File: config.mk
export PLATFORM = sky130hd
export DESIGN_NAME = ascii_operand_parser_flat
export DESIGN_NICKNAME = d
export VERILOG_FILES = /design/src/rtl/addsub_pkg.sv /design/src/rtl/ascii_operand_parser_if.sv /design/src/rtl/dec2_to_bin.sv /design/src/rtl/ascii_operand_parser.sv /design/src/flat_wrapper.sv
export SDC_FILE = /design/constraint.sdc
export NUM_CORES = 1
export LEC_CHECK = 0
export ABC_AREA = 1
export CORE_UTILIZATION = 25
export CTS_CLUSTER_SIZE = 30
export DETAILED_ROUTE_END_ITERATION = 16
export MAX_ROUTING_LAYER = met4
export PLACE_DENSITY_LB_ADDON = 0.12
export SYNTH_ARGS = -nofsm -noshare
export SYNTH_HDL_FRONTEND = slang
export SYNTH_SLANG_ARGS = --single-unit
File: constraint.sdc
create_clock -name clk -period 6.9 [get_ports clk]
set_input_delay 1.38 -clock clk [delete_from_list [all_inputs] [get_ports clk]]
set_output_delay 1.38 -clock clk [all_outputs]
set_load 0.005 [all_outputs]
File: src/rtl/addsub_pkg.sv
// Shared definitions for the ASCII operand parser that feeds the 5-bit
// adder/subtractor: datapath widths, ASCII constants, parser states and
// error codes.
package addsub_pkg;

  localparam int unsigned DEF_WIDTH   = 5;   // operand width of the adder/subtractor
  localparam int unsigned DEF_MAX_VAL = 15;  // largest legal decimal operand
  localparam int unsigned VAL_W       = 7;   // two decimal digits (0..99) fit in 7 bits
  localparam int unsigned CHAR_W      = 8;
  localparam int unsigned DIGIT_W     = 4;
  localparam int unsigned ERR_W       = 2;

  localparam logic [CHAR_W-1:0] ZERO  = 8'h30;
  localparam logic [CHAR_W-1:0] NINE  = 8'h39;
  localparam logic [CHAR_W-1:0] LF    = 8'h0A;
  localparam logic [CHAR_W-1:0] CR    = 8'h0D;
  localparam logic [CHAR_W-1:0] PLUS  = 8'h2B;
  localparam logic [CHAR_W-1:0] MINUS = 8'h2D;

  localparam logic [ERR_W-1:0] ERR_NONE  = 2'b00;
  localparam logic [ERR_W-1:0] ERR_DIGIT = 2'b01;
  localparam logic [ERR_W-1:0] ERR_RANGE = 2'b10;
  localparam logic [ERR_W-1:0] ERR_SEP   = 2'b11;

  typedef enum logic [3:0] {
    X_HI, X_LO, X_NL,
    Y_HI, Y_LO, Y_NL,
    OPR, OUT, DRAIN
  } state_t;

endpackage

File: src/rtl/ascii_operand_parser_if.sv
// Bus between the character source / operation consumer and the parser.
//   in_char/in_valid/in_ready : ASCII character stream into the parser
//   x_out/y_out/sub_out       : parsed operation, qualified by op_valid
//   op_valid/op_ready         : operation handshake towards the adder/subtractor
//   err/err_code              : parse-error pulse and sticky error code
// modport slave  : the parser (accepts characters, presents operations)
// modport master : the environment (sends characters, consumes operations)
interface ascii_operand_parser_if
  import addsub_pkg::*;
#(
  parameter int unsigned WIDTH = DEF_WIDTH
) ();

  logic [CHAR_W-1:0] in_char;
  logic              in_valid;
  logic              in_ready;
  logic [WIDTH-1:0]  x_out;
  logic [WIDTH-1:0]  y_out;
  logic              sub_out;
  logic              op_valid;
  logic              op_ready;
  logic              err;
  logic [ERR_W-1:0]  err_code;

  modport slave (
    input  in_char, in_valid, op_ready,
    output in_ready, x_out, y_out, sub_out, op_valid, err, err_code
  );

  modport master (
    output in_char, in_valid, op_ready,
    input  in_ready, x_out, y_out, sub_out, op_valid, err, err_code
  );

endinterface

File: src/rtl/dec2_to_bin.sv
// Combinational two-digit decimal to binary converter.
//   hi       : previously stored tens digit (0..9)
//   lo_char  : ASCII character offered as the units digit
//   is_digit : lo_char is '0'..'9'
//   value    : hi*10 + (lo_char-'0') in 7 bits (meaningful when is_digit)
//   in_range : value <= MAX_VAL, checked before any truncation
module dec2_to_bin
  import addsub_pkg::*;
#(
  parameter int unsigned MAX_VAL = DEF_MAX_VAL
) (
  input  logic [DIGIT_W-1:0] hi,
  input  logic [CHAR_W-1:0]  lo_char,
  output logic               is_digit,
  output logic [VAL_W-1:0]   value,
  output logic               in_range
);

  always_comb begin
    is_digit = (lo_char >= ZERO) && (lo_char <= NINE);
    value    = (VAL_W'(hi) * VAL_W'(10)) + VAL_W'(lo_char - ZERO);
    in_range = (value <= VAL_W'(MAX_VAL));
  end

endmodule

File: src/rtl/ascii_operand_parser.sv
// ASCII front end for the adder/subtractor: parses "DD\nDD\n+" / "DD\nDD\n-"
// into X, Y and a subtract select, hands them over with valid/ready, flags
// malformed input and resynchronises on the next LF.
//   clk  : rising-edge clock
//   rst  : synchronous, active-high reset
//   bus  : character stream in, operation + error status out (slave modport)
module ascii_operand_parser
  import addsub_pkg::*;
#(
  parameter int unsigned WIDTH   = DEF_WIDTH,
  parameter int unsigned MAX_VAL = DEF_MAX_VAL
) (
  input  logic                   clk,
  input  logic                   rst,
  ascii_operand_parser_if.slave  bus
);

  state_t             state_q, state_d;
  logic [DIGIT_W-1:0] hi_q, hi_d;
  logic [WIDTH-1:0]   x_q, x_d, y_q, y_d;
  logic               sub_q, sub_d;
  logic               op_valid_q, op_valid_d;
  logic               in_ready_q, in_ready_d;
  logic               err_q, err_d;
  logic [ERR_W-1:0]   code_q, code_d;

  logic               accept;
  logic               fault;
  logic [ERR_W-1:0]   fault_code;
  logic               is_digit;
  logic               in_range;
  logic [VAL_W-1:0]   value;

  // Single converter shared by the X and Y digit states.
  dec2_to_bin #(.MAX_VAL(MAX_VAL)) u_dec (
    .hi       (hi_q),
    .lo_char  (bus.in_char),
    .is_digit (is_digit),
    .value    (value),
    .in_range (in_range)
  );

  assign accept = bus.in_valid && in_ready_q;

  // State and output registers.
  always_ff @(posedge clk) begin
    if (rst) begin
      state_q    <= X_HI;
      hi_q       <= '0;
      x_q        <= '0;
      y_q        <= '0;
      sub_q      <= 1'b0;
      op_valid_q <= 1'b0;
      in_ready_q <= 1'b1;
      err_q      <= 1'b0;
      code_q     <= ERR_NONE;
    end else begin
      state_q    <= state_d;
      hi_q       <= hi_d;
      x_q        <= x_d;
      y_q        <= y_d;
      sub_q      <= sub_d;
      op_valid_q <= op_valid_d;
      in_ready_q <= in_ready_d;
      err_q      <= err_d;
      code_q     <= code_d;
    end
  end

  // Next-state and next-output logic.
  always_comb begin
    state_d    = state_q;
    hi_d       = hi_q;
    x_d        = x_q;
    y_d        = y_q;
    sub_d      = sub_q;
    code_d     = code_q;
    err_d      = 1'b0;
    fault      = 1'b0;
    fault_code = ERR_DIGIT;

    unique case (state_q)
      X_HI, Y_HI: begin
        if (accept && (bus.in_char != LF) && (bus.in_char != CR)) begin
          if (is_digit) begin
            hi_d    = DIGIT_W'(bus.in_char - ZERO);
            state_d = (state_q == X_HI) ? X_LO : Y_LO;
          end else begin
            fault      = 1'b1;
            fault_code = ERR_DIGIT;
          end
        end
      end
      X_LO, Y_LO: begin
        if (accept) begin
          if (!is_digit) begin
            fault      = 1'b1;
            fault_code = ERR_DIGIT;
          end else if (!in_range) begin
            fault      = 1'b1;
            fault_code = ERR_RANGE;
          end else if (state_q == X_LO) begin
            x_d     = WIDTH'(value);
            state_d = X_NL;
          end else begin
            y_d     = WIDTH'(value);
            state_d = Y_NL;
          end
        end
      end
      X_NL, Y_NL: begin
        if (accept && (bus.in_char != CR)) begin
          if (bus.in_char == LF) begin
            state_d = (state_q == X_NL) ? Y_HI : OPR;
          end else begin
            fault      = 1'b1;
            fault_code = ERR_SEP;
          end
        end
      end
      OPR: begin
        if (accept && (bus.in_char != LF) && (bus.in_char != CR)) begin
          if ((bus.in_char == PLUS) || (bus.in_char == MINUS)) begin
            sub_d   = (bus.in_char == MINUS);
            state_d = OUT;
          end else begin
            fault      = 1'b1;
            fault_code = ERR_SEP;
          end
        end
      end
      OUT: begin
        if (op_valid_q && bus.op_ready) begin
          state_d = X_HI;
        end
      end
      DRAIN: begin
        if (accept && (bus.in_char == LF)) begin
          state_d = X_HI;
        end
      end
      default: state_d = X_HI;
    endcase

    // Any parse error discards the operation and waits for the next LF.
    if (fault) begin
      state_d = DRAIN;
      err_d   = 1'b1;
      code_d  = fault_code;
    end

    // Handshake flags are registered decodes of the next state.
    op_valid_d = (state_d == OUT);
    in_ready_d = (state_d != OUT);
  end

  assign bus.in_ready = in_ready_q;
  assign bus.x_out    = x_q;
  assign bus.y_out    = y_q;
  assign bus.sub_out  = sub_q;
  assign bus.op_valid = op_valid_q;
  assign bus.err      = err_q;
  assign bus.err_code = code_q;

endmodule

File: src/flat_wrapper.sv
// flat-port wrapper written by rule: the top's interface ports become plain ports
module ascii_operand_parser_flat import addsub_pkg::*;
#(
  parameter int unsigned WIDTH   = DEF_WIDTH,
  parameter int unsigned MAX_VAL = DEF_MAX_VAL
)
  (clk, rst, bus_in_char, bus_in_valid, bus_op_ready, bus_in_ready, bus_x_out, bus_y_out, bus_sub_out, bus_op_valid, bus_err, bus_err_code);
  ascii_operand_parser_if #(.WIDTH(WIDTH)) bus_i ();
  input  logic clk;
  input  logic rst;
  input wire logic [$bits(bus_i.in_char)-1:0] bus_in_char;
  input wire logic [$bits(bus_i.in_valid)-1:0] bus_in_valid;
  input wire logic [$bits(bus_i.op_ready)-1:0] bus_op_ready;
  output wire logic [$bits(bus_i.in_ready)-1:0] bus_in_ready;
  output wire logic [$bits(bus_i.x_out)-1:0] bus_x_out;
  output wire logic [$bits(bus_i.y_out)-1:0] bus_y_out;
  output wire logic [$bits(bus_i.sub_out)-1:0] bus_sub_out;
  output wire logic [$bits(bus_i.op_valid)-1:0] bus_op_valid;
  output wire logic [$bits(bus_i.err)-1:0] bus_err;
  output wire logic [$bits(bus_i.err_code)-1:0] bus_err_code;
  assign bus_i.in_char = bus_in_char;
  assign bus_i.in_valid = bus_in_valid;
  assign bus_i.op_ready = bus_op_ready;
  assign bus_in_ready = bus_i.in_ready;
  assign bus_x_out = bus_i.x_out;
  assign bus_y_out = bus_i.y_out;
  assign bus_sub_out = bus_i.sub_out;
  assign bus_op_valid = bus_i.op_valid;
  assign bus_err = bus_i.err;
  assign bus_err_code = bus_i.err_code;
  ascii_operand_parser #(.WIDTH(WIDTH), .MAX_VAL(MAX_VAL)) u_core (.clk(clk), .rst(rst), .bus(bus_i));
endmodule
After elaboration in Yosys (flattened, before gate mapping). Index checks and enable logic that the tools add are counted.

Multiplexer cells: 35. Eq/ne operators: 15. Bitwise operators: 1. $lt $le $gt $ge: 3. Multiply operators: 1. $add $sub $neg: 2. Reduce and logical (&&, ||, !) cells: 16.

Operators by type and width (count): 2-to-1 mux 4 bit (12); one-hot mux 4 bit (6 select lines) (1); == test 4 x 3 -> 1 bit (second input constant) (5); == test 8 x 6 -> 1 bit (second input constant) (2); inequality test 8 x 4 -> 1 bit (second input constant) (2); 2-to-1 mux 2 bit (7); 2-to-1 mux 1 bit (10); AND reduction 5 bit (2); 2-to-1 mux 3 bit (3); == test 4 x 2 -> 1 bit (second input constant) (2); == test 8 x 4 -> 1 bit (second input constant) (1); >= comparator 8 x 6 -> 1 bit (second input constant) (1); <= comparator 8 x 6 -> 1 bit (second input constant) (1); adder 7 bit (1); <= comparator 7 x 4 -> 1 bit (second input constant) (1); logical AND 1 bit (7); subtractor 7 x 6 -> 7 bit (second input constant) (1); multiplier 4 x 3 -> 6 bit (second input constant) (1); one-hot mux 2 bit (3 select lines) (1); AND reduction 3 bit (2); OR reduction 2 bit (3); == test 4 x 1 -> 1 bit (second input constant) (1); == test 4 bit (second input constant) (1); logical NOT 4 bit (1); other kinds (4) (4).

Logic and storage cells: 82. Output and inout bits: 16. Bits of input ports: 12. Bits in registers: 24.

Longest topological paths before layout.
Depth after elaboration: 9. Depth in mapped cells: 17.

Hierarchy. Synthesis repeated with hierarchy kept, for this count alone.

Cell total of the unflattened synthesis: 265. Area total of the unflattened synthesis: 1707.9 um^2.

Modules (own cells, without submodules): ascii_operand_parser (area an instance 1307.5 um^2, seq. area each 480.5 um^2, cells an instance 202, times used 1); dec2_to_bin (area an instance 400.4 um^2, seq. area each 0.0 um^2, cells an instance 63, times used 1).

Worst setup path after synthesis. No wires, ideal clock.

Kind: input port to flip-flop. From: in bus_in_char[4]. To: reg u_core.y_q[2], in the netlist u_core.bus.y_out[2]. Slack: 3.844 ns. Stages on the path: 13. Arrival time: 2.941 ns. Cells stage by stage: inv_1 -> ha_1 -> ha_1 -> a21oi_1 -> nand2_1 -> nor2_1 -> nand2_1 -> nand2_4 -> nand3_4 -> nor2_4 -> nand2_4 -> o21bai_1 -> nor2_2.

Cells in the longest elaborated chain, start to end: 4.

RTL lines: from (decl) (line flat_wrapper.sv:11) `input wire logic [$bits(bus_i.in_char)-1:0] bus_in_char;`; subtractor 7 x 6 -> 7 bit; adder 7 bit (line dec2_to_bin.sv:21) `value = (VAL_W'(hi) * VAL_W'(10)) + VAL_W'(lo_char - ZERO);`; <= comparator 7 x 4 -> 1 bit (line dec2_to_bin.sv:22) `in_range = (value <= VAL_W'(MAX_VAL));`; AND reduction 5 bit (no source line) *; to (signal assigned) (line ascii_operand_parser.sv:61) `y_q <= y_d;`; to (decl) (line ascii_operand_parser.sv:20) `logic [WIDTH-1:0] x_q, x_d, y_q, y_d;`.

Every way passes the cells marked *; elsewhere a longest branch is shown, timed or not. A chain may end at the register's enable or synchronous reset.

Worst setup path in the final report. Same ends and word-level chain as after synthesis.

==> impl_metrics.env <==
export IMPL_wl_mm=4.252
export IMPL_placed_area_sq_um=2043
export IMPL_cts_hold_buf=0
export IMPL_drv_slew=0
export IMPL_synthToLayoutAreaGrowth_pct=24.87
export IMPL_htree_levels=1
export IMPL_core_area_sq_um=6422
export IMPL_route_detailed_drc=2
export IMPL_crit_chain="clkdlybuf4s50_1 -> inv_1 -> ha_1 -> ha_1 -> a21oi_1 -> nand2_1 -> nor2_1 -> nand2_1 -> nand2_4 -> nand3_4 -> nor2_4 -> nand2_4 -> o21bai_1 -> nor2_2"
export IMPL_fin_crit_ps=3479
export IMPL_firstDrtPassIters=11
export IMPL_rsz0062_at_grt="false"
export IMPL_min_path_type="reg -> reg"
export IMPL_overflow=0
export IMPL_grt_pass1_wl_mm=7.141
export IMPL_die_h_um=83.99
export IMPL_path_buf_inv=2
export IMPL_ios=28
export IMPL_worst_setup_path_start_kind="input port"
export IMPL_synth_largest_area_cell="dfxtp_1"
export IMPL_gr_usage_all_layers=0.1313
export IMPL_antenna_found_initial=0
export IMPL_synth_nets=276
export IMPL_synth_distinct_cells=30
export IMPL_clkLatencyLatePin_ps=270
export IMPL_synth_top_cells_by_area="dfxtp_1 29%, nand2_1 12%, inv_1 9.6%"
export IMPL_final_cell_mix="53 x nand2_1, 43 x inv_1, 29 x nor2_1"
export IMPL_post_cts_setup_buffers=0
export IMPL_portBuffers=27
export IMPL_cts_resized_gates=0
export IMPL_violations="DRC"
export IMPL_num_vias=1587
export IMPL_cts_tree="yes"
export IMPL_place_hpwl_mm=3.445
export IMPL_final_nets=307
export IMPL_path_class="in -> reg"
export IMPL_place_congestion=0.8270
export IMPL_synth_top_cell_area_share=0.2859
export IMPL_synth_area_per_cell_sq_um=6.695
export IMPL_synth_cells=251
export IMPL_critPathMaxStageDelay_ps=480
export IMPL_setup_slack_ps=3421
export IMPL_finClkSkew_ps=9.679
export IMPL_wl_per_cell_um=11.88
export IMPL_antennaDiodeCount=0
export IMPL_rows=29
export IMPL_status="complete, but fails checks"
export IMPL_power_density_nw_per_um2=138.5
export IMPL_max_freq_mhz=287.4
export IMPL_dp_slack_ps=3141
export IMPL_fin_crit_sh=0.5043
export IMPL_crit_fanout=6
export IMPL_clock_path_buffers=2
export IMPL_ir_worst_vdd_mv=0.06288
export IMPL_setup_viol=0
export IMPL_finalHoldViolCount=0
export IMPL_dieArea_sq_um=7053
export IMPL_end_kind="flip-flop"
export IMPL_die_x_um=83.99
export IMPL_grt_pass1_vias=1497
export IMPL_cts_buffers=3
export IMPL_final_common_cell="nand2_1"
export IMPL_ys_seq_area_frac=0.2859
export IMPL_ys_warnings_count=0
export IMPL_netlist_area_sq_um=1680
export IMPL_required_ps=7070
export IMPL_drtIter0Drc=103
export IMPL_whs_ps=453.2
export IMPL_crit_slowest_cell="clkdlybuf4s50_1"
export IMPL_ant_nets=0
export IMPL_final_area_sq_um=2098
export IMPL_cts_root_buf="clkbuf_8"
export IMPL_cp_top_family="simple AND/OR/NAND/NOR gates"
export IMPL_setup_tns_ps=0
export IMPL_slew_headroom=0.7158
export IMPL_ys_ff_latch=24
export IMPL_vias_per_cell=4.433
export IMPL_leakagePower_nw=1.066
export IMPL_crit_arrival_ps=3650
export IMPL_worst_slew_pin_slew_ps=425.0
export IMPL_maxCapViolations=0
export IMPL_cts_sinks=24
export IMPL_grt_max_degree=14
export IMPL_start_util=0.2616
export IMPL_layout_drive_gt1_share=0.1139
export IMPL_clk_pin_slew_ps=80
metrics by stage:
step | total power [mW] | cells | utilization
after global placement | 0.1969 | 354 | 0.3181
after floorplan | 0.1768 | 251 | -
after global routing | 0.3070 | 358 | 0.3267
after detailed placement | 0.1963 | 354 | 0.3181
final | 0.2907 | 358 | 0.3267
after CTS | 0.2964 | 358 | 0.3267
area by class of cell:
cell class / instances / area [sq um]
Tap cell: 77 / 96.34
Fill cell: 686 / 4324
Inverter: 50 / 188.9
Timing Repair Buffer: 27 / 270.3
Sequential cell: 24 / 480.5
Multi-Input combinational cell: 176 / 1007
Clock buffer: 4 / 55.05
path summary, 6_finish.rpt:
check                       from             endpoint  slack (ps)  depth (start not counted)
max               bus_in_char[4]  u_core.bus.y_out[2]        3420                         14
min          u_core.bus.x_out[1]  u_core.bus.x_out[1]         450                          2
max reg2reg       u_core.hi_q[3]  u_core.bus.y_out[2]        4000                         14
min reg2reg  u_core.bus.x_out[1]  u_core.bus.x_out[1]         450                          2
cells in the mapped netlist (all sizes together):
cell    count
a22oi       1
fa          2
a211oi      1
nand3      17
inv        49
clkbuf      1
nand4       4
clkinv      1
o21ai      13
nand2      56
a21o        1
xnor2       1
a21oi      17
and3        1
o21bai      5
nor2       40
ha         11
nor3        6
dfxtp      24
worst min-delay path, stage by stage, from the launching register on:
cell and delay [ps]:
dfxtp_1 320, inv_1 50, a21oi_1 50
report_power, final:
| group | switching, mW | internal (mW) |
|---|---|---|
| combinational | 0.0301 | 0.0200 |
| clock | 0.0472 | 0.0510 |
| sequential | 0.00178 | 0.141 |
per-layer routing:
| layer | GRT usage | vias up | wire length, um |
|---|---|---|---|
| met5 | - | - | 0 |
| met4 | 0.02821 | 0 | 23 |
| met3 | 0.02275 | 2 | 173 |
| met2 | 0.2168 | 33 | 1928 |
| met1 | 0.1679 | 702 | 2127 |
| li1 | - | 850 | - |
flip-flops by register name, indices dropped and copies added (netlist names):
| register | count |
|---|---|
| u_core.bus.err | 1 |
| u_core.bus.in_ready | 1 |
| u_core.bus.err_code | 2 |
| u_core.bus.op_valid | 1 |
| u_core.hi_q | 4 |
| u_core.bus.y_out | 5 |
| u_core.bus.sub_out | 1 |
| u_core.state_q | 4 |
| u_core.bus.x_out | 5 |
cells by family after synthesis:
group,Yosys count,share of synthesized area
adders and majority gates,13,0.1057
AOI/OAI and AO/OA,38,0.1340
and+or+nand+nor,124,0.3544
xor gates and xnor gates,1,0.005213
DFF,24,0.2859
buffers and inverters,51,0.1147
Note: power is estimated with default switching activity, not from simulation.
